<file path="config.mk">
export PLATFORM = sky130hd
export DESIGN_NAME = ad9833_spi_rx
export DESIGN_NICKNAME = d
export VERILOG_FILES = /design/src/rtl/ad9833_pkg.sv /design/src/rtl/ad9833_pin_sync.sv /design/src/rtl/ad9833_spi_rx.sv
export SDC_FILE = /design/constraint.sdc
export NUM_CORES = 1
export LEC_CHECK = 0
export CORE_ASPECT_RATIO = 1.25
export CORE_MARGIN = 3
export CORE_UTILIZATION = 42
export DETAILED_ROUTE_END_ITERATION = 12
export PLACE_DENSITY_LB_ADDON = 0.15
export SYNTH_ARGS = -nofsm -noshare
export SYNTH_HDL_FRONTEND = slang
export SYNTH_SLANG_ARGS = --single-unit
</file>
<file path="constraint.sdc">
create_clock -name i_clk -period 8.15 [get_ports i_clk]
set_input_delay 2.0375 -clock i_clk [delete_from_list [all_inputs] [get_ports i_clk]]
set_output_delay 2.0375 -clock i_clk [all_outputs]
set_load 0.01 [all_outputs]
</file>
<file path="src/rtl/ad9833_pkg.sv">
// Shared constants and types for the AD9833 serial-write receiver.
// Address codes, bit positions and the receiver's visible state record live here.
package ad9833_pkg;

    localparam int WORD_W  = 16;
    localparam int FREQ_W  = 28;
    localparam int PHASE_W = 12;
    localparam int DATA_W  = 14;

    localparam logic [1:0] ADDR_CTRL = 2'b00;
    localparam logic [1:0] ADDR_F0   = 2'b01;
    localparam logic [1:0] ADDR_F1   = 2'b10;
    localparam logic [1:0] ADDR_PH   = 2'b11;

    localparam int B28_BIT   = 13;
    localparam int HLB_BIT   = 12;
    localparam int PHSEL_BIT = 13;

    typedef enum logic {
        ST_IDLE  = 1'b0,
        ST_SHIFT = 1'b1
    } rx_state_t;

    // Complete receiver state in one record so checkers can bind to a single signal.
    typedef struct packed {
        rx_state_t           state;
        logic [3:0]          bit_cnt;
        logic [WORD_W-1:0]   shift;
        logic                armed;
    } rx_regs_t;

    function automatic logic [1:0] word_addr(input logic [WORD_W-1:0] w);
        return w[WORD_W-1 -: 2];
    endfunction

endpackage

</file>
<file path="src/rtl/ad9833_pin_sync.sv">
// Synchronizes fsync/sclk/sdata into i_clk and produces registered
// sclk-fall and fsync-rise pulses with level outputs aligned to them.
module ad9833_pin_sync #(
    parameter int SYNC_STAGES = 2
) (
    input  logic i_clk,
    input  logic i_rst,
    input  logic i_fsync,
    input  logic i_sclk,
    input  logic i_sdata,
    output logic fsync_lvl,
    output logic sdata_lvl,
    output logic sclk_fall,
    output logic fsync_rise
);

    // Bit order within each stage: {fsync, sclk, sdata}.
    logic [2:0] sync_q [SYNC_STAGES];
    logic [2:0] tap;
    logic       sclk_d;
    logic       fsync_d;

    assign tap = sync_q[SYNC_STAGES-1];

    always_ff @(posedge i_clk or posedge i_rst) begin
        if (i_rst) begin
            for (int i = 0; i < SYNC_STAGES; i++) begin
                sync_q[i] <= 3'b000;
            end
        end else begin
            sync_q[0] <= {i_fsync, i_sclk, i_sdata};
            for (int i = 1; i < SYNC_STAGES; i++) begin
                sync_q[i] <= sync_q[i-1];
            end
        end
    end

    always_ff @(posedge i_clk or posedge i_rst) begin
        if (i_rst) begin
            sclk_d     <= 1'b0;
            fsync_d    <= 1'b0;
            sclk_fall  <= 1'b0;
            fsync_rise <= 1'b0;
            fsync_lvl  <= 1'b0;
            sdata_lvl  <= 1'b0;
        end else begin
            sclk_d     <= tap[1];
            fsync_d    <= tap[2];
            sclk_fall  <= sclk_d & ~tap[1];
            fsync_rise <= ~fsync_d & tap[2];
            fsync_lvl  <= tap[2];
            sdata_lvl  <= tap[0];
        end
    end

endmodule

</file>
<file path="src/rtl/ad9833_spi_rx.sv">
// AD9833 serial-write receiver: assembles 16-bit words from the oversampled
// bus and decodes them into CONTROL / FREQ0/1 / PHASE0/1 register images.
module ad9833_spi_rx
    import ad9833_pkg::*;
#(
    parameter int SYNC_STAGES = 2
) (
    input  logic               i_clk,
    input  logic               i_rst,
    input  logic               i_fsync,
    input  logic               i_sclk,
    input  logic               i_sdata,
    output logic [WORD_W-1:0]  o_word,
    output logic               o_word_dv,
    output logic [WORD_W-1:0]  o_control,
    output logic [FREQ_W-1:0]  o_freq0,
    output logic [FREQ_W-1:0]  o_freq1,
    output logic [PHASE_W-1:0] o_phase0,
    output logic [PHASE_W-1:0] o_phase1,
    output logic               o_reg_update,
    output logic               o_frame_err
);

    logic fsync_lvl;
    logic sdata_lvl;
    logic sclk_fall;
    logic fsync_rise;

    ad9833_pin_sync #(
        .SYNC_STAGES (SYNC_STAGES)
    ) u_pin_sync (
        .i_clk      (i_clk),
        .i_rst      (i_rst),
        .i_fsync    (i_fsync),
        .i_sclk     (i_sclk),
        .i_sdata    (i_sdata),
        .fsync_lvl  (fsync_lvl),
        .sdata_lvl  (sdata_lvl),
        .sclk_fall  (sclk_fall),
        .fsync_rise (fsync_rise)
    );

    rx_regs_t          rx_q;
    rx_regs_t          rx_n;
    logic [WORD_W-1:0] word_n;
    logic              word_load;
    logic              frame_err_n;

    // armed: fsync has been seen high since reset, so a frame cut by reset
    // is never resumed; reception restarts only on a fresh fsync fall.
    always_comb begin
        rx_n        = rx_q;
        word_load   = 1'b0;
        frame_err_n = 1'b0;
        word_n      = {rx_q.shift[WORD_W-2:0], sdata_lvl};
        if (fsync_lvl) begin
            rx_n.armed = 1'b1;
        end
        case (rx_q.state)
            ST_IDLE: begin
                if (rx_q.armed && !fsync_lvl) begin
                    rx_n.state   = ST_SHIFT;
                    rx_n.bit_cnt = 4'd0;
                end
            end
            ST_SHIFT: begin
                if (fsync_rise) begin
                    frame_err_n  = (rx_q.bit_cnt != 4'd0);
                    rx_n.bit_cnt = 4'd0;
                    rx_n.state   = ST_IDLE;
                end else if (sclk_fall && !fsync_lvl) begin
                    rx_n.shift   = word_n;
                    rx_n.bit_cnt = rx_q.bit_cnt + 4'd1;
                    word_load    = (rx_q.bit_cnt == 4'd15);
                end
            end
            default: begin
                rx_n.state = ST_IDLE;
            end
        endcase
    end

    always_ff @(posedge i_clk or posedge i_rst) begin
        if (i_rst) begin
            rx_q        <= '0;
            o_word      <= '0;
            o_word_dv   <= 1'b0;
            o_frame_err <= 1'b0;
        end else begin
            rx_q        <= rx_n;
            o_word_dv   <= word_load;
            o_frame_err <= frame_err_n;
            if (word_load) begin
                o_word <= word_n;
            end
        end
    end

    // Decode runs one cycle behind o_word_dv on the registered word.
    logic [DATA_W-1:0] data;
    logic [DATA_W-1:0] shadow;
    logic              pending;
    logic              pend_f1;

    assign data = o_word[DATA_W-1:0];

    always_ff @(posedge i_clk or posedge i_rst) begin
        if (i_rst) begin
            o_control    <= '0;
            o_freq0      <= '0;
            o_freq1      <= '0;
            o_phase0     <= '0;
            o_phase1     <= '0;
            o_reg_update <= 1'b0;
            shadow       <= '0;
            pending      <= 1'b0;
            pend_f1      <= 1'b0;
        end else begin
            o_reg_update <= 1'b0;
            if (o_word_dv) begin
                case (word_addr(o_word))
                    ADDR_CTRL: begin
                        o_control    <= o_word;
                        pending      <= 1'b0;
                        o_reg_update <= 1'b1;
                    end
                    ADDR_F0, ADDR_F1: begin
                        if (o_control[B28_BIT]) begin
                            if (!pending) begin
                                shadow  <= data;
                                pend_f1 <= (word_addr(o_word) == ADDR_F1);
                                pending <= 1'b1;
                            end else begin
                                // Target comes from the first word; this word's address is ignored.
                                if (pend_f1) begin
                                    o_freq1 <= {data, shadow};
                                end else begin
                                    o_freq0 <= {data, shadow};
                                end
                                pending      <= 1'b0;
                                o_reg_update <= 1'b1;
                            end
                        end else begin
                            if (word_addr(o_word) == ADDR_F1) begin
                                if (o_control[HLB_BIT]) o_freq1[FREQ_W-1:DATA_W] <= data;
                                else                    o_freq1[DATA_W-1:0]      <= data;
                            end else begin
                                if (o_control[HLB_BIT]) o_freq0[FREQ_W-1:DATA_W] <= data;
                                else                    o_freq0[DATA_W-1:0]      <= data;
                            end
                            o_reg_update <= 1'b1;
                        end
                    end
                    default: begin
                        if (o_word[PHSEL_BIT]) begin
                            o_phase1 <= o_word[PHASE_W-1:0];
                        end else begin
                            o_phase0 <= o_word[PHASE_W-1:0];
                        end
                        o_reg_update <= 1'b1;
                    end
                endcase
            end
        end
    end

endmodule

</file>
# --- Word level (Yosys, flattened, before mapping) ---
# Index checks and enable logic that the tools add are counted.
totals:
  regBits: 164
  latch_bits: 0
  ramBits: 0
  mem_bits_ro: 0
  input_bits: 5
  out_inout_bits: 115
  elab_cells: 94
  memories: 0
op_classes:
  add_sub_neg: 1
  n_mul: 0
  n_div: 0
  order_cmp: 0
  eq_ne: 11
  n_shift: 0
  muxes: 27
  bitwise: 9
  reduce_logical: 21
op_table:
  columns: ["cell", "n"]
  rows:
  - ["28-bit two-way mux", 8]
  - ["14-bit two-way mux", 2]
  - ["6-bit AND reduction", 4]
  - ["20-bit two-way mux", 1]
  - ["1-bit two-way mux", 12]
  - ["3-bit AND reduction", 4]
  - ["5-bit one-hot mux with 2 select lines", 1]
  - ["2-bit != test (second input constant)", 4]
  - ["1-bit NOT", 7]
  - ["2-bit by 1-bit != test with 1-bit output (second input constant)", 3]
  - ["2-bit nonzero test", 3]
  - ["5-bit two-way mux", 1]
  - ["4-bit by 1-bit adder with 4-bit output (second input constant)", 1]
  - ["4-bit equality test (second input constant)", 1]
  - ["4-bit two-way mux", 1]
  - ["2-bit AND reduction", 2]
  - ["4-bit AND reduction", 1]
  - ["4-bit nonzero test", 1]
  - ["3-bit by 1-bit != test with 1-bit output (second input constant)", 1]
  - ["3-bit OR reduction", 1]
  - ["1-bit AND", 2]
  - ["2-bit by 1-bit equality test with 1-bit output (second input constant)", 1]
  - ["2-bit equality test (second input constant)", 1]
  - ["1-bit logical AND", 2]
  - ["other kinds (4)", 4]

# --- Logic depth before layout (Yosys ltp) ---
# Gate-level depths: netlist (run 1).
depth:
  ltp_word: 5
  mapped_depth: 7
  mapped_depth_nobuf: 5

# --- Hierarchy ---
# Synthesis (run 1) repeated with hierarchy kept, for this count alone.
unflattened:
  cells_unflattened: 387
  hier_area_um2: 6356.1
modules_own_cells:
  columns: ["mod", "n_inst", "cells_each", "area_per_inst_um2", "seq_area_each_um2"]
  rows:
  - ["ad9833_spi_rx", 1, 373, 6049.6, 3803.6]
  - ["ad9833_pin_sync", 1, 14, 306.5, 275.3]

# --- Worst setup path before layout (run 1) ---
# Ideal clock, no wire load.
synth_timing:
  path_kind: "register to output"
  from: "register o_word[0]"
  to: "output o_word[0]"
  arrival_time_ns: 0.450
  required_time_ns: 6.113
  slack_ns: 5.663
  stages_incl_launch_ff: 1
  n_path_buf: 0
  cell_sequence: "dfrtp_1"
synth_rtl:
  columns: ["element", "line", "rtl"]
  rows:
  - ["from (decl)", "ad9833_spi_rx.sv:13", "output logic [WORD_W-1:0] o_word,"]
  - ["from (signal assigned)", "ad9833_spi_rx.sv:94", "o_word <= word_n;"]
# No word-level cell between the ends.

# --- Worst setup path after layout (run 1) ---
layout_timing:
  from: "register o_control[12]"
  to: "output o_control[12]"
layout_rtl:
  columns: ["element", "line", "rtl"]
  rows:
  - ["from (decl)", "ad9833_spi_rx.sv:15", "output logic [WORD_W-1:0] o_control,"]
  - ["from (signal assigned)", "ad9833_spi_rx.sv:123", "o_control <= o_word;"]
# No word-level cell between the ends.

==> impl_metrics.json, run 1 <==
{
  "grt_max_degree": 109,
  "finalClockSkew_ns": 0.004607,
  "htreeDepth": 4,
  "fin_crit_sh": 0.4868,
  "ys_seq_area_frac": 0.6248,
  "rsz0062_at_grt": "no",
  "antenna_cells": 0,
  "final_cells": 774,
  "hold_viol_final": 0,
  "cts_tree": "built",
  "startpoint_type": "register",
  "status": "completed",
  "end_kind": "output pin",
  "start_util": 0.4330,
  "max_slew.worst_pin.slew_ns": 1.008,
  "drtIter0Drc": 218,
  "cts-resized-gates": 0,
  "final_core_util": 0.5581,
  "timing.rr.start": "o_word[14]",
  "vias": 3998,
  "worstPathCellList": "clkdlybuf4s50_1",
  "crit_path_max_incr_delay_ns": 0.83,
  "peakVddDrop_uv": 91.94,
  "netSwitchingPower_mw": 0.3410,
  "critPathSlowestCell": "dfrtp_1",
  "cts_hold_buf": 0,
  "relSlewSlack": 0.3247,
  "min-delay-path-class": "register to register",
  "power_frac_seq": 0.508,
  "ant_nets": 0,
  "gp_congestion": 0.7533,
  "grt_util_all_layers": 0.1767,
  "clk_pin_slew_ns": 0.06,
  "powerDensity_nw_per_um2": 195.2,
  "internal-power_mw": 1.301,
  "io_pins": 120,
  "pwr-share-clk": 0.469,
  "cap_violations": 0,
  "drive_gt1_frac": 0.2898,
  "synth-edff-count": 0,
  "pwr-share-comb": 0.023,
  "min_period_ns": 3.967,
  "hp-start": "u_pin_sync.sync_q[3]",
  "rr_endpoint": "o_freq0[21]",
  "vias_per_cell": 5.165,
  "yosysTopAreaCell": "dfrtp_1",
  "dp.cells": 742,
  "synth.distinct_cells": 41,
  "synth-async-reset-ratio": 1.000,
  "yosys_warnings": 0,
  "fmax_mhz": 252.1,
  "grt_pass1_wl_um": 23660,
  "std_cell_rows": 50,
  "netlist.area_leader.share": 0.6248,
  "synth.avg_cell_area_um2": 14.84,
  "syn-num-nets": 450,
  "grt-ovfl-total": 0,
  "whs_path_depth": 0,
  "drt-total-wl_um": 14610,
  "post_cts_buffers": 0,
  "power.leakage_nw": 3.825,
  "cts.sink_count": 163,
  "cp.required_ns": 6.11,
  "synth_seq_cells": 163,
  "setup_violations": 0,
  "synth_most_common_cell": "dfrtp_1",
  "syn-cell-area_um2": 6529,
  "grt_pass1_vias": 4269,
  "path_class": "register to output pin",
  "synth_flop_cell": "dfrtp_1",
  "wire_per_inst_um": 18.88,
  "tns_ns": 0,
  "yosys-top-cells-area": "dfrtp_1, mux2_2, o221a_2",
  "die_area_um2": 17090,
  "min_to": "u_pin_sync.tap[0]",
  "reg2reg_slack_ns": 5.60,
  "clk_latency_ns": 0.42,
  "clockBufferDepth": 2,
  "crit_family": "flip-flops",
  "detail_route.first_pass.iterations": 4,
  "die_x_um": 117.5,
  "r2r_cells": 5,
  "syn2layout_area_growth_pct": 28.88,
  "netlist_instances": 440,
  "antenna_found_initial": 0,
  "cts_root_buf": "clkbuf_16",
  "route.detailed.drc": 0,
  "cp.buffers_inverters": 1,
  "dp_hpwl_um": 9587,
  "portBuffers": 119,
  "p_sw_frac": 0.2076,
  "nNetsFinal": 563,
  "die_h_um": 145.4,
  "crit_fanout": 19,
  "yosys-top-cells-count": "dfrtp_1, mux2_2, a21oi_1, buf_2, or3_1",
  "arrival_ns": 1.93,
  "cts_buffers": 17,
  "slew_viol_final": 0,
  "crit_cells": 1,
  "coreArea_um2": 15080
}
-- cell families after synthesis --
group	after synthesis	synth area share
AND/OR/NAND/NOR	59	0.05768
adder cells (fa/ha/maj)	5	0.009582
multiplexers	114	0.2014
flip-flops	163	0.6248
AO/OA/AOI/OAI	63	0.07724
buffers and inverters	36	0.02932
-- flip-flops by register name (all words and copies together), names as in the netlist --
name and count:
u_pin_sync.sclk_d 1, shadow 14, o_freq0 28, rx_q 21, u_pin_sync.sclk_fall 1, pending 1
o_frame_err 1, pend_f1 1, u_pin_sync.sdata_lvl 1, o_reg_update 1, o_freq1 28, u_pin_sync.tap 3
o_control 16, u_pin_sync.fsync_d 1, u_pin_sync.sync_q 3, u_pin_sync.fsync_rise 1, o_word 16, o_phase1 12
o_word_dv 1, o_phase0 12
-- worst max-delay path by stage --
stage | startpoint | to | slack [ns]
CTS | o_control[12] | o_control[12] | 4.17
detailed placement | i_rst | o_freq0[5] | 4.12
global placement | i_rst | o_freq0[4] | 4.15
floorplan | i_rst | o_control[0] | 1.71
finish | o_control[12] | o_control[12] | 4.18
global route | o_control[12] | o_control[12] | 4.10
-- metal layers --
layer | part of all wire | GRT usage | wire length [um] | up-vias
met5 | 0 | 0 | 0 | -
met4 | 0.019 | 0.06569 | 273 | 0
met3 | 0.035 | 0.04432 | 514 | 23
met2 | 0.52 | 0.3044 | 7592 | 89
met1 | 0.43 | 0.2155 | 6232 | 2055
li1 | - | - | - | 1831
-- power groups by stage --
stage                     clock network, mW  logic, mW  registers (mW)
after floorplan                           0     0.0292           0.845
after global placement                    0     0.0377           0.848
after detailed placement                  0     0.0391           0.849
after CTS                             0.789     0.0394           0.834
after global routing                  0.822     0.0439           0.836
final                                 0.771     0.0374           0.834
-- final cells by class --
cell class / instances / area [um^2]
Timing Repair Buffer: 121 / 1206
Clock buffer: 22 / 464.2
Clock inverter: 10 / 107.6
Multi-Input combinational cell: 241 / 2258
Tap cell: 208 / 260.3
Fill cell: 1262 / 6663
Inverter: 9 / 38.79
Sequential cell: 163 / 4079
-- metrics by stage --
stage                     power, mW  instance area [um^2]  hold slack, ns  worst slack (ns)
after floorplan              0.8745                  6529          0.3312             1.708
after global placement       0.8859                  7843          0.3341             4.154
after detailed placement     0.8883                  7843          0.3347             4.121
after CTS                     1.663                  8414          0.3482             4.169
after global routing          1.702                  8414          0.3617             4.101
final                         1.642                  8414          0.3477             4.183
-- placed cells by master, fill, tap and decap left out, drive strengths merged, types with 3 or more instances in the layout --
cell,Yosys,final
a21oi,18,18
clkbuf,6,22
clkdlybuf4s50,0,119
clkinv,0,5
clkinvlp,0,3
dfrtp,163,163
ha,5,5
inv,9,9
mux2,112,112
nand2,11,11
nand3,3,3
nand3b,3,3
nor2b,3,3
nor3b,13,13
o21ai,9,9
o221a,13,13
o2bb2ai,13,13
or3,14,14
Power figures use the tool's default switching activity.
==> inputs of run 2 (changes only) <==
==> constraint.sdc (replaced) <==
create_clock -name i_clk -period 3.76 [get_ports i_clk]
set_input_delay 0.94 -clock i_clk [delete_from_list [all_inputs] [get_ports i_clk]]
set_output_delay 0.94 -clock i_clk [all_outputs]
set_load 0.01 [all_outputs]
==> run 2 against run 1 <==
Via count rose by 0.63%. Final cell count is 0.52% higher. Critical endpoint unchanged. Count of clock-buffer cells in the layout is 3 higher. First-iteration DRC count down 9.6%. Sequential cell count is the same. Largest power group unchanged. Largest cell class unchanged. Critical path type unchanged. Utilization rose by 0.50 points.
==> impl_metrics.json, run 2 (synthesis results as in run 1) <==
{
  "crit_family": "flip-flops",
  "r2r_cells": 5,
  "dp_hpwl_um": 10160,
  "antenna_found_initial": 0,
  "worstPathCellList": "clkdlybuf4s50_1",
  "layout.cells.most_common": "dfrtp_1",
  "coreArea_um2": 15080,
  "timing.rr.start": "o_word[14]",
  "crit_cells": 1,
  "drt-total-wl_um": 14660,
  "min_period_ns": 2.819,
  "wire_per_inst_um": 18.84,
  "cts-resized-gates": 0,
  "netSwitchingPower_mw": 0.7360,
  "internal-power_mw": 2.869,
  "cts_buffers": 17,
  "drtIter0Drc": 197,
  "vias_per_cell": 5.171,
  "arrival_ns": 1.88,
  "min_to": "u_pin_sync.sdata_lvl",
  "cts_root_buf": "clkbuf_16",
  "fmax_mhz": 354.7,
  "power.leakage_nw": 3.857,
  "grt_max_degree": 78,
  "tns_ns": 0,
  "htreeDepth": 4,
  "crit_fanout": 19,
  "grt-ovfl-total": 0,
  "io_pins": 120,
  "portBuffers": 119,
  "pwr-share-comb": 0.024,
  "powerDensity_nw_per_um2": 424.7,
  "route.detailed.drc": 0,
  "peakVddDrop_uv": 238.9,
  "status": "completed",
  "clk_pin_slew_ns": 0.06,
  "startpoint_type": "register",
  "clockBufferDepth": 2,
  "die_h_um": 145.4,
  "crit_path_max_incr_delay_ns": 0.79,
  "cts.sink_count": 163,
  "start_util": 0.4330,
  "power_frac_seq": 0.501,
  "cp.buffers_inverters": 1,
  "drive_gt1_frac": 0.2930,
  "cap_violations": 0,
  "die_x_um": 117.5,
  "die_area_um2": 17090,
  "rr_endpoint": "o_freq0[25]",
  "path_class": "register to output pin",
  "grt_pass1_vias": 4325,
  "clk_latency_ns": 0.42,
  "slew_viol_final": 0,
  "pwr-share-clk": 0.475,
  "hp-start": "u_pin_sync.tap[0]",
  "p_sw_frac": 0.2041,
  "gp_congestion": 0.7589,
  "nNetsFinal": 567,
  "syn2layout_area_growth_pct": 30.03,
  "reg2reg_slack_ns": 1.35,
  "vias": 4023,
  "post_cts_buffers": 0,
  "mostFrequentLayoutCells": "dfrtp_1, clkdlybuf4s50_1, mux2_2",
  "top_regs": "o_freq0: 28 flops, o_freq1: 28 flops, rx_q: 21 flops",
  "std_cell_rows": 50,
  "max_slew.worst_pin.slew_ns": 0.8210,
  "hold_viol_final": 0,
  "min-delay-path-class": "register to register",
  "power_mw": 3.605,
  "cts_hold_buf": 0,
  "grt_pass1_wl_um": 24400,
  "detail_route.first_pass.iterations": 4,
  "ant_nets": 0,
  "rsz0062_at_grt": "no",
  "setup_violations": 0,
  "cp.required_ns": 2.82,
  "cts_tree": "built",
  "end_kind": "output pin",
  "finalClockSkew_ns": 0.009148,
  "antenna_cells": 0,
  "whs_path_depth": 0,
  "relSlewSlack": 0.4513,
  "critPathSlowestCell": "dfrtp_1",
  "fin_crit_sh": 0.7498,
  "grt_util_all_layers": 0.1805
}
==> run 2: changes by cell type in the layout (fill, tap and decap cells not counted), sizes merged <==
cell	delta
inv	-1
clkbuf	+3
buf	+4
clkinv	-2
==> run 2: worst max path at each step <==
stage                        from  slack, ns       endpoint
detailed placement     o_word[14]       1.33    o_freq0[25]
finish              o_control[12]       0.94  o_control[12]
global route        o_control[12]       0.82  o_control[12]
floorplan                   i_rst       0.75   o_control[0]
global placement    o_control[12]       1.41  o_control[12]
CTS                 o_control[12]       0.93  o_control[12]
==> run 2: metal layers <==
metal	part of all wire	track usage	vias to the layer above
met2	0.53	0.3079	102
met3	0.040	0.04044	22
met1	0.41	0.2234	2069
met4	0.023	0.07331	0
met5	0	0	-
li1	-	-	1830
==> run 2: power groups by stage <==
stage               sequential (mW)  combinational (mW)  clock, mW
CTS                            1.81              0.0892       1.75
global route                   1.81               0.102       1.83
finish                         1.81              0.0855       1.71
global placement               1.84              0.0855          0
floorplan                      1.83              0.0636          0
detailed placement             1.84              0.0889          0
==> run 2: per-stage QoR <==
stage                 util  hold WS (ns)  std cells  area (um^2)  setup slack, ns
floorplan                -        0.3312        440         6533           0.7492
global route        0.5631        0.3530        778         8489           0.8182
detailed placement  0.5237        0.3355        746         7896            1.334
global placement    0.5237        0.3328        746         7896            1.412
finish              0.5631        0.3464        778         8489           0.9408
CTS                 0.5631        0.3477        778         8489           0.9256
==> run 2: layout make-up <==
type	instances	area, um^2
sequential	163	4079
inverter	9	37.54
tap	208	260.3
timing repair buffer	125	1261
multi-input combinational	241	2258
fill	1259	6588
clock buffer	25	495.5
clock inverter	7	97.59
